==> config.mk <==
export PLATFORM = sky130hd
export DESIGN_NAME = traffic_signal
export DESIGN_NICKNAME = d
export VERILOG_FILES = /design/src/rtl/traffic_pkg.sv /design/src/rtl/traffic_signal_phase_timer.sv /design/src/rtl/traffic_signal.sv
export SDC_FILE = /design/constraint.sdc
export NUM_CORES = 1
export LEC_CHECK = 0
export ABC_AREA = 0
export CAP_MARGIN = 20
export CORE_MARGIN = 2
export CORE_UTILIZATION = 30
export CTS_BUF_LIST = sky130_fd_sc_hd__clkbuf_4 sky130_fd_sc_hd__clkbuf_8 sky130_fd_sc_hd__clkbuf_16
export DETAILED_ROUTE_END_ITERATION = 10
export GPL_TIMING_DRIVEN = 0
export PLACE_DENSITY_LB_ADDON = 0.3
export SLEW_MARGIN = 10
export SYNTH_ARGS = -nofsm -noshare
export SYNTH_HDL_FRONTEND = slang
export SYNTH_SLANG_ARGS = --single-unit
==> constraint.sdc <==
create_clock -name clk -period 1.4 [get_ports clk]
set_input_delay 0.21 -clock clk [delete_from_list [all_inputs] [get_ports clk]]
set_output_delay 0.21 -clock clk [all_outputs]
set_load 0.1 [all_outputs]
==> src/rtl/traffic_pkg.sv <==
// Shared phase encoding, lamp constants and phase sequencing helpers for traffic_signal.
// Optional macro TRAFFIC_PED_PHASE_EN enables the pedestrian all-red phase S8.
package traffic_pkg;

  typedef enum logic [3:0] {
    S0 = 4'd0,
    S1 = 4'd1,
    S2 = 4'd2,
    S3 = 4'd3,
    S4 = 4'd4,
    S5 = 4'd5,
    S6 = 4'd6,
    S7 = 4'd7,
    S8 = 4'd8
  } phase_t;

  localparam logic [2:0] RED    = 3'b100;
  localparam logic [2:0] YELLOW = 3'b010;
  localparam logic [2:0] GREEN  = 3'b001;

  function automatic phase_t next_phase(input phase_t p);
    case (p)
      S0:      return S1;
      S1:      return S2;
      S2:      return S3;
      S3:      return S4;
      S4:      return S5;
      S5:      return S6;
      S6:      return S7;
`ifdef TRAFFIC_PED_PHASE_EN
      S7:      return S8;
`else
      S7:      return S0;
`endif
      default: return S0;
    endcase
  endfunction

  // S8 is unreachable without the pedestrian phase; the top treats it as illegal.
  function automatic logic [5:0] phase_duration(input phase_t p,
                                                input int unsigned t_main,
                                                input int unsigned t_left,
                                                input int unsigned t_yel,
                                                input int unsigned t_ped);
    case (p)
      S0, S4:         return 6'(t_main);
      S2, S6:         return 6'(t_left);
      S1, S3, S5, S7: return 6'(t_yel);
      S8:             return 6'(t_ped);
      default:        return 6'd1;
    endcase
  endfunction

endpackage

==> src/rtl/traffic_signal_phase_timer.sv <==
// 5-bit phase timer: counts elapsed cycles, clears on terminal count or abort.
module phase_timer (
  input  logic       clk,
  input  logic       rst_n,
  input  logic [4:0] last,
  input  logic       abort,
  output logic [4:0] count,
  output logic       phase_done
);

  assign phase_done = abort | (count == last);

  always_ff @(posedge clk or negedge rst_n) begin
    if (!rst_n) begin
      count <= '0;
    end else if (phase_done) begin
      count <= '0;
    end else begin
      count <= count + 5'd1;
    end
  end

endmodule

==> src/rtl/traffic_signal.sv <==
// Fixed-time four-way crossroad controller (Moore FSM plus phase timer).
// Optional macro TRAFFIC_PED_PHASE_EN adds the pedestrian all-red phase.
module traffic_signal
  import traffic_pkg::*;
#(
  parameter int unsigned T_MAIN = 7,
  parameter int unsigned T_LEFT = 5,
  parameter int unsigned T_YEL  = 2,
  parameter int unsigned T_PED  = 5
) (
  input  logic       clk,
  input  logic       reset,
  output logic [4:0] count,
  output logic [2:0] signal_M1,
  output logic [2:0] signal_M2,
  output logic [2:0] signal_M3,
  output logic [2:0] signal_M4,
  output logic [2:0] signal_L1,
  output logic [2:0] signal_L2,
  output logic [2:0] signal_L3,
  output logic [2:0] signal_L4,
  output logic       signal_pedestrian
);

  phase_t     state_q;
  phase_t     state_d;
  logic [5:0] dur;
  logic [4:0] last;
  logic       illegal;
  logic       phase_done;

`ifdef TRAFFIC_PED_PHASE_EN
  assign illegal = (state_q > S8);
`else
  assign illegal = (state_q > S7);
`endif

  assign dur  = phase_duration(state_q, T_MAIN, T_LEFT, T_YEL, T_PED);
  assign last = 5'(dur - 6'd1);

  // Illegal encodings abort so the next edge lands in S0 with count cleared.
  phase_timer u_timer (
    .clk        (clk),
    .rst_n      (reset),
    .last       (last),
    .abort      (illegal),
    .count      (count),
    .phase_done (phase_done)
  );

  always_ff @(posedge clk or negedge reset) begin
    if (!reset) begin
      state_q <= S0;
    end else begin
      state_q <= state_d;
    end
  end

  always_comb begin
    state_d = state_q;
    if (phase_done) begin
      state_d = illegal ? S0 : next_phase(state_q);
    end
  end

  always_comb begin
    signal_M1         = RED;
    signal_M2         = RED;
    signal_M3         = RED;
    signal_M4         = RED;
    signal_L1         = RED;
    signal_L2         = RED;
    signal_L3         = RED;
    signal_L4         = RED;
    signal_pedestrian = 1'b0;
    case (state_q)
      S0: begin signal_M1 = GREEN;  signal_M2 = GREEN;  end
      S1: begin signal_M1 = YELLOW; signal_M2 = YELLOW; end
      S2: begin signal_L1 = GREEN;  signal_L2 = GREEN;  end
      S3: begin signal_L1 = YELLOW; signal_L2 = YELLOW; end
      S4: begin signal_M3 = GREEN;  signal_M4 = GREEN;  end
      S5: begin signal_M3 = YELLOW; signal_M4 = YELLOW; end
      S6: begin signal_L3 = GREEN;  signal_L4 = GREEN;  end
      S7: begin signal_L3 = YELLOW; signal_L4 = YELLOW; end
`ifdef TRAFFIC_PED_PHASE_EN
      S8: signal_pedestrian = 1'b1;
`endif
      default: ;
    endcase
  end

endmodule

# Word-level counts from Yosys, hierarchy flattened
# Memory sizes are Yosys's and may differ from the RTL's.
# Index checks and enable logic that the tools add are counted.
# Widths: inputs -> output; s select.
[word_totals]
reg_bits = 9
latch_bits = 0
ramBits = 0
romBits = 72
in_bits = 2
elab_cells = 24
n_memories = 2
[op_classes]
addsub = 2
mul = 0
div_mod_pow = 0
n_lt_le_gt_ge = 1
n_eq_ne = 8
shifts = 0
muxes = 7
bitwise = 1
n_reduce_logical = 1
[memory_table]
columns = ["memory", "depth", "width", "rd", "rd_clocked_by_memory_dff", "wr", "line", "rtl"]
rows = [
  ["(name not given)", 16, 3, 1, 0, 0, "traffic_pkg.sv:45", "case (p)"],
  ["(name not given)", 8, 3, 1, 0, 0, "traffic_pkg.sv:22", "case (p)"],
]
[ops]
columns = ["cell", "n"]
rows = [
  ["$pmux 3 s2", 4],
  ["$eq 4x3->1 const B", 4],
  ["$eq 4x2->1 const B", 2],
  ["$mux 4", 2],
  ["$add 5x1->5 const B", 1],
  ["$eq 5x5->1", 1],
  ["$mux 5", 1],
  ["$sub 5x1->5 const B", 1],
  ["$eq 4x1->1 const B", 1],
  ["$gt 4x3->1 const B", 1],
  ["$logic_not 4->1", 1],
  ["$or 1x1->1", 1],
]

# Longest topological paths before layout
# An unclocked memory read counts as a cell.
[logic_depth]
depth_word = 5
mapped_depth = 5
mapped_depth_nobuf = 5

# Modules after synthesis
# Synthesis repeated with hierarchy kept, for this count alone.
[hier_totals]
hier_cells = 73
hier_area_um2 = 658.1
[by_module_without_submodules]
columns = ["mod", "instances", "cells_per_inst", "area_each_um2", "seq_area_each_um2"]
rows = [
  ["traffic_signal", 1, 46, 379.1, 75.1],
  ["phase_timer", 1, 27, 279.0, 125.1],
]

# Worst setup path before layout
# Ideal clock, no wire load.
[synth_timing]
path_type = "register to output"
from = "register state_q[0]"
to = "output signal_L2[2]"
t_arrival_ps = 3687
setup_slack_ps = -2497
path_stages_with_launch = 6
cell_sequence = "dfrtp_1 inv_1 ha_1 nor2b_1 nor2_1 buf_4"
[synth_between]
elab_chain_cells = 2
elab_cells_between_ends = 3
classes_between = "eq/ne (2); mux (1)"
[synth_lines]
columns = ["item", "line", "rtl"]
rows = [
  ["start, declared", "traffic_signal.sv:25", "phase_t state_q;"],
  ["start signal, assigned", "traffic_signal.sv:55", "state_q <= state_d;"],
  ["$eq 4x2->1", "--", ""],
  ["$pmux 3 s2 *", "--", ""],
  ["end, declared", "traffic_signal.sv:19", "output logic [2:0] signal_L2,"],
]
# Mark *: on every way between the ends. The rest lies on a longest branch, timed or not.

# Worst setup path after layout
[layout_timing]
from = "register state_q[1]"
to = "output signal_M4[2]"
[layout_between]
elab_chain_cells = 2
elab_cells_between_ends = 3
classes_between = "eq/ne (2); mux (1)"
[layout_lines]
columns = ["item", "line", "rtl"]
rows = [
  ["$eq 4x3->1", "traffic_signal.sv:76", "case (state_q)"],
  ["$pmux 3 s2 *", "traffic_signal.sv:76", ""],
  ["end, declared", "traffic_signal.sv:17", "output logic [2:0] signal_M4,"],
]
# Marks and branches as above.

==> reports/metrics.csv <==
metric,value,unit
Synth Flop Type,dfrtp_1,
CP Cell Sequence,inv_4 -> ha_4 -> and2_4 -> nor2_4 -> buf_12 -> buf_12,
starting density of the core,31.0,%
Core Box Area,2150,µm²
filler instances,115,
Die Area,2610,µm²
ant diodes,0,
data arrival time of the critical path,1580,ps
H-tree level count,1,
Die H,51.1,µm
register area share after synthesis,30.1,%
peak per-stage delay on the critical path,470,ps
period utilization,128,%
GP Congestion,0.694,
total CTS buffers,3,
hold slack,203,ps
NetSw,0.000122,W
row count,17,
starting DRC count in detailed routing,18,
Max VDD drop,0.421,mV
Cell variety after synth,26,
top cell type by total area after synthesis,dfrtp_1,
Die X,51.1,µm
Final Worst Setup Slack,-392,ps
ys async rst share,100,%
Remaining DRCs,0,
Gate power share,4.3,%
Final HPWL DP,1140,µm
"Data required, critical path",1190,ps
Lkg Pwr,0.766,nW
CTS sink count,8,
largest net degree at the start of global routing,11,
DR vias,665,
"Clk Latency, worst-skew pair",280,ps
syn_area_per_cell,9.79,µm²
I/O pin count,32,
Yosys top cell area share,30.1,%
post-synthesis register bit count,8,
grt ovf,0,
CP Launch Type,flop,
clock share of power,48.2,%
Int Power,0.000365,W
"Top cell by count, worst path",buf_12,
Post-CTS Hold Fix Bufs,0,
slowest CP cell,dfrtp_2,
clk root buf,clkbuf_4,
initial antenna violation count,0,
clock skew,23.5,ps
CTS tree,built,
Via density,4.40,
Overall Global Routing Usage,17.3,%
first-pass GRT wire length,3370,µm
Flop pwr share,47.5,%
maximum fanout along the worst path,5,
post-synthesis instance area,666,µm²
WL per Instance,16.1,µm
max-slew violation count,0,
layout cells sized above 1,84.6,%
top post-synthesis cells by area,"dfrtp_1 (30%), buf_4 (15%), ha_1 (13%)",
crit end category,output port,
Buffers on Ports,30,
final WL,2430,µm
status,"complete, but fails checks",
pwr dens,281,nW/µm²
max-cap viol count,0,
synthesis-to-layout area growth,160,%
YS warnings,0,
clock slew at reported path FFs,80,ps
failing checks,setup timing,
R2R setup slack,-300,ps
RSZ-0062 raised after global routing,true,
syn nets,77,
vias in the first global route,696,
"antenna viol nets, final",0,
Sw Share,25.0,%
clock tree buffer depth,2,
final setup fails,30,
critical path class,flop to output port,
Post-synth EDFFs,0,
Pre-antenna DRT Iters,4,
worst hold path type,input port to asynchronous set/reset pin,
fin crit period,1790,ps
"Hold Violations, Final",0,
pre-CTS setup slack,-1210,ps
Synth Instances,68,
Fmax,558,MHz
NumNets Final,133,
## cell usage after synthesis, types with 2 or more instances
| cell type | count |
|---|---|
| buf_4 | 13 |
| dfrtp_1 | 8 |
| ha_1 | 7 |
| nor2_1 | 4 |
| and2_1 | 7 |
| nand3_1 | 2 |
| inv_1 | 5 |
| nor2b_1 | 3 |
| xnor2_1 | 2 |
## metrics by stage
stage	cells	util, %	instance area, µm²	TNS, ps	power (W)
2_1_floorplan	68	-	878	-7860	0.000249
3_3_place_gp	126	56.5	1210	-26600	0.000256
3_5_place_dp	126	56.5	1210	-27250	0.000257
4_1_cts	144	75.5	1620	-8210	0.000475
5_1_grt	151	80.5	1730	-10790	0.000506
6_report	151	80.5	1730	-9060	0.000486
## state kept, by name, summed over array words and instances (netlist names)
signal / cells
u_timer.count: 5
state_q: 3
## cell type report
class	count	area, µm²	area share, %
flip-flops and latches	8	214	12.4
well taps	28	35.0	2.03
inverters	5	27.5	1.59
multi-input cells	41	508	29.4
clock buffers	4	30.0	1.74
plain buffers	12	199	11.5
repair buffers	53	716	41.4
## power groups by stage
| stage | Sequential, W | Clock, W | Combinational, W |
|---|---|---|---|
| finish | 0.000231 | 0.000235 | 0.0000208 |
| detailed placement | 0.000236 | 0 | 0.0000213 |
| global route | 0.000231 | 0.000254 | 0.0000221 |
| CTS | 0.000231 | 0.000223 | 0.0000213 |
| global placement | 0.000236 | 0 | 0.0000210 |
| floorplan | 0.000236 | 0 | 0.0000138 |
## per-layer routing
metal	GRT usage, %	wire [µm]	vias to the layer above
met4	2.70	11	0
met3	4.68	82	3
met1	20.5	977	326
met5	0	0	-
met2	31.6	1360	17
li1	-	-	319
## cells by family after synthesis
| logic type | share of synthesized area (%) |
|---|---|
| mux | 1.69 |
| fa+ha+maj | 13.2 |
| other cells | 0.563 |
| compound gates | 7.89 |
| buf+inv | 18.0 |
| flops | 30.1 |
| xor+xnor | 8.08 |
| simple gates | 20.5 |
## placed cells by master (no fill, tap or decap)
| cell | n |
|---|---|
| a41oi_2 | 1 |
| o2111ai_2 | 1 |
| nand4_1 | 1 |
| nand3_1 | 2 |
| nor3b_2 | 1 |
| buf_4 | 11 |
| clkbuf_8 | 1 |
| clkdlybuf4s50_1 | 1 |
| nor2_4 | 4 |
| o21ai_0 | 1 |
| buf_2 | 3 |
| buf_12 | 28 |
| nor2_2 | 1 |
| buf_6 | 18 |
| or3b_1 | 1 |
| nor2b_4 | 3 |
| mux2_1 | 1 |
| nand2b_4 | 1 |
| ha_1 | 2 |
| dfrtp_4 | 2 |
| clkinvlp_4 | 1 |
| xor2_1 | 1 |
| inv_1 | 2 |
| and2_4 | 7 |
| xnor2_4 | 1 |
| inv_4 | 2 |
| and3b_1 | 1 |
| xnor2_1 | 2 |
| conb_1 | 1 |
| buf_8 | 1 |
| dfrtp_2 | 5 |
| dfrtp_1 | 1 |
| o2bb2ai_1 | 1 |
| o211ai_4 | 1 |
| clkbuf_4 | 6 |
| ha_4 | 5 |
| a2bb2oi_1 | 1 |
## critical path, delay by kind of cell (launching register included)
family,cells,cell delay (ps)
DFF,1,470
adders and majority gates,1,170
and+or+nand+nor,2,330
buffers and inverters,3,360
## timing repair
item                       CTS  global route
buffers inserted            15            10
setup endpoints to repair   35            32
pin swaps                    7             7
resized for setup          255            20
gates cloned                 0             0
## path summary, 6_finish.rpt
path	cells after the start	start	end
setup reg to reg	7	state_q[0]	state_q[1]
hold reg to reg	1	u_timer.count[3]	u_timer.count[3]
max in group asynchronous	1	reset	u_timer.count[0]
hold / removal	1	reset	u_timer.count[2]
setup / recovery	6	state_q[1]	signal_M4[2]
min in group clk	1	u_timer.count[3]	u_timer.count[3]
Power figures use the tool's default switching activity.
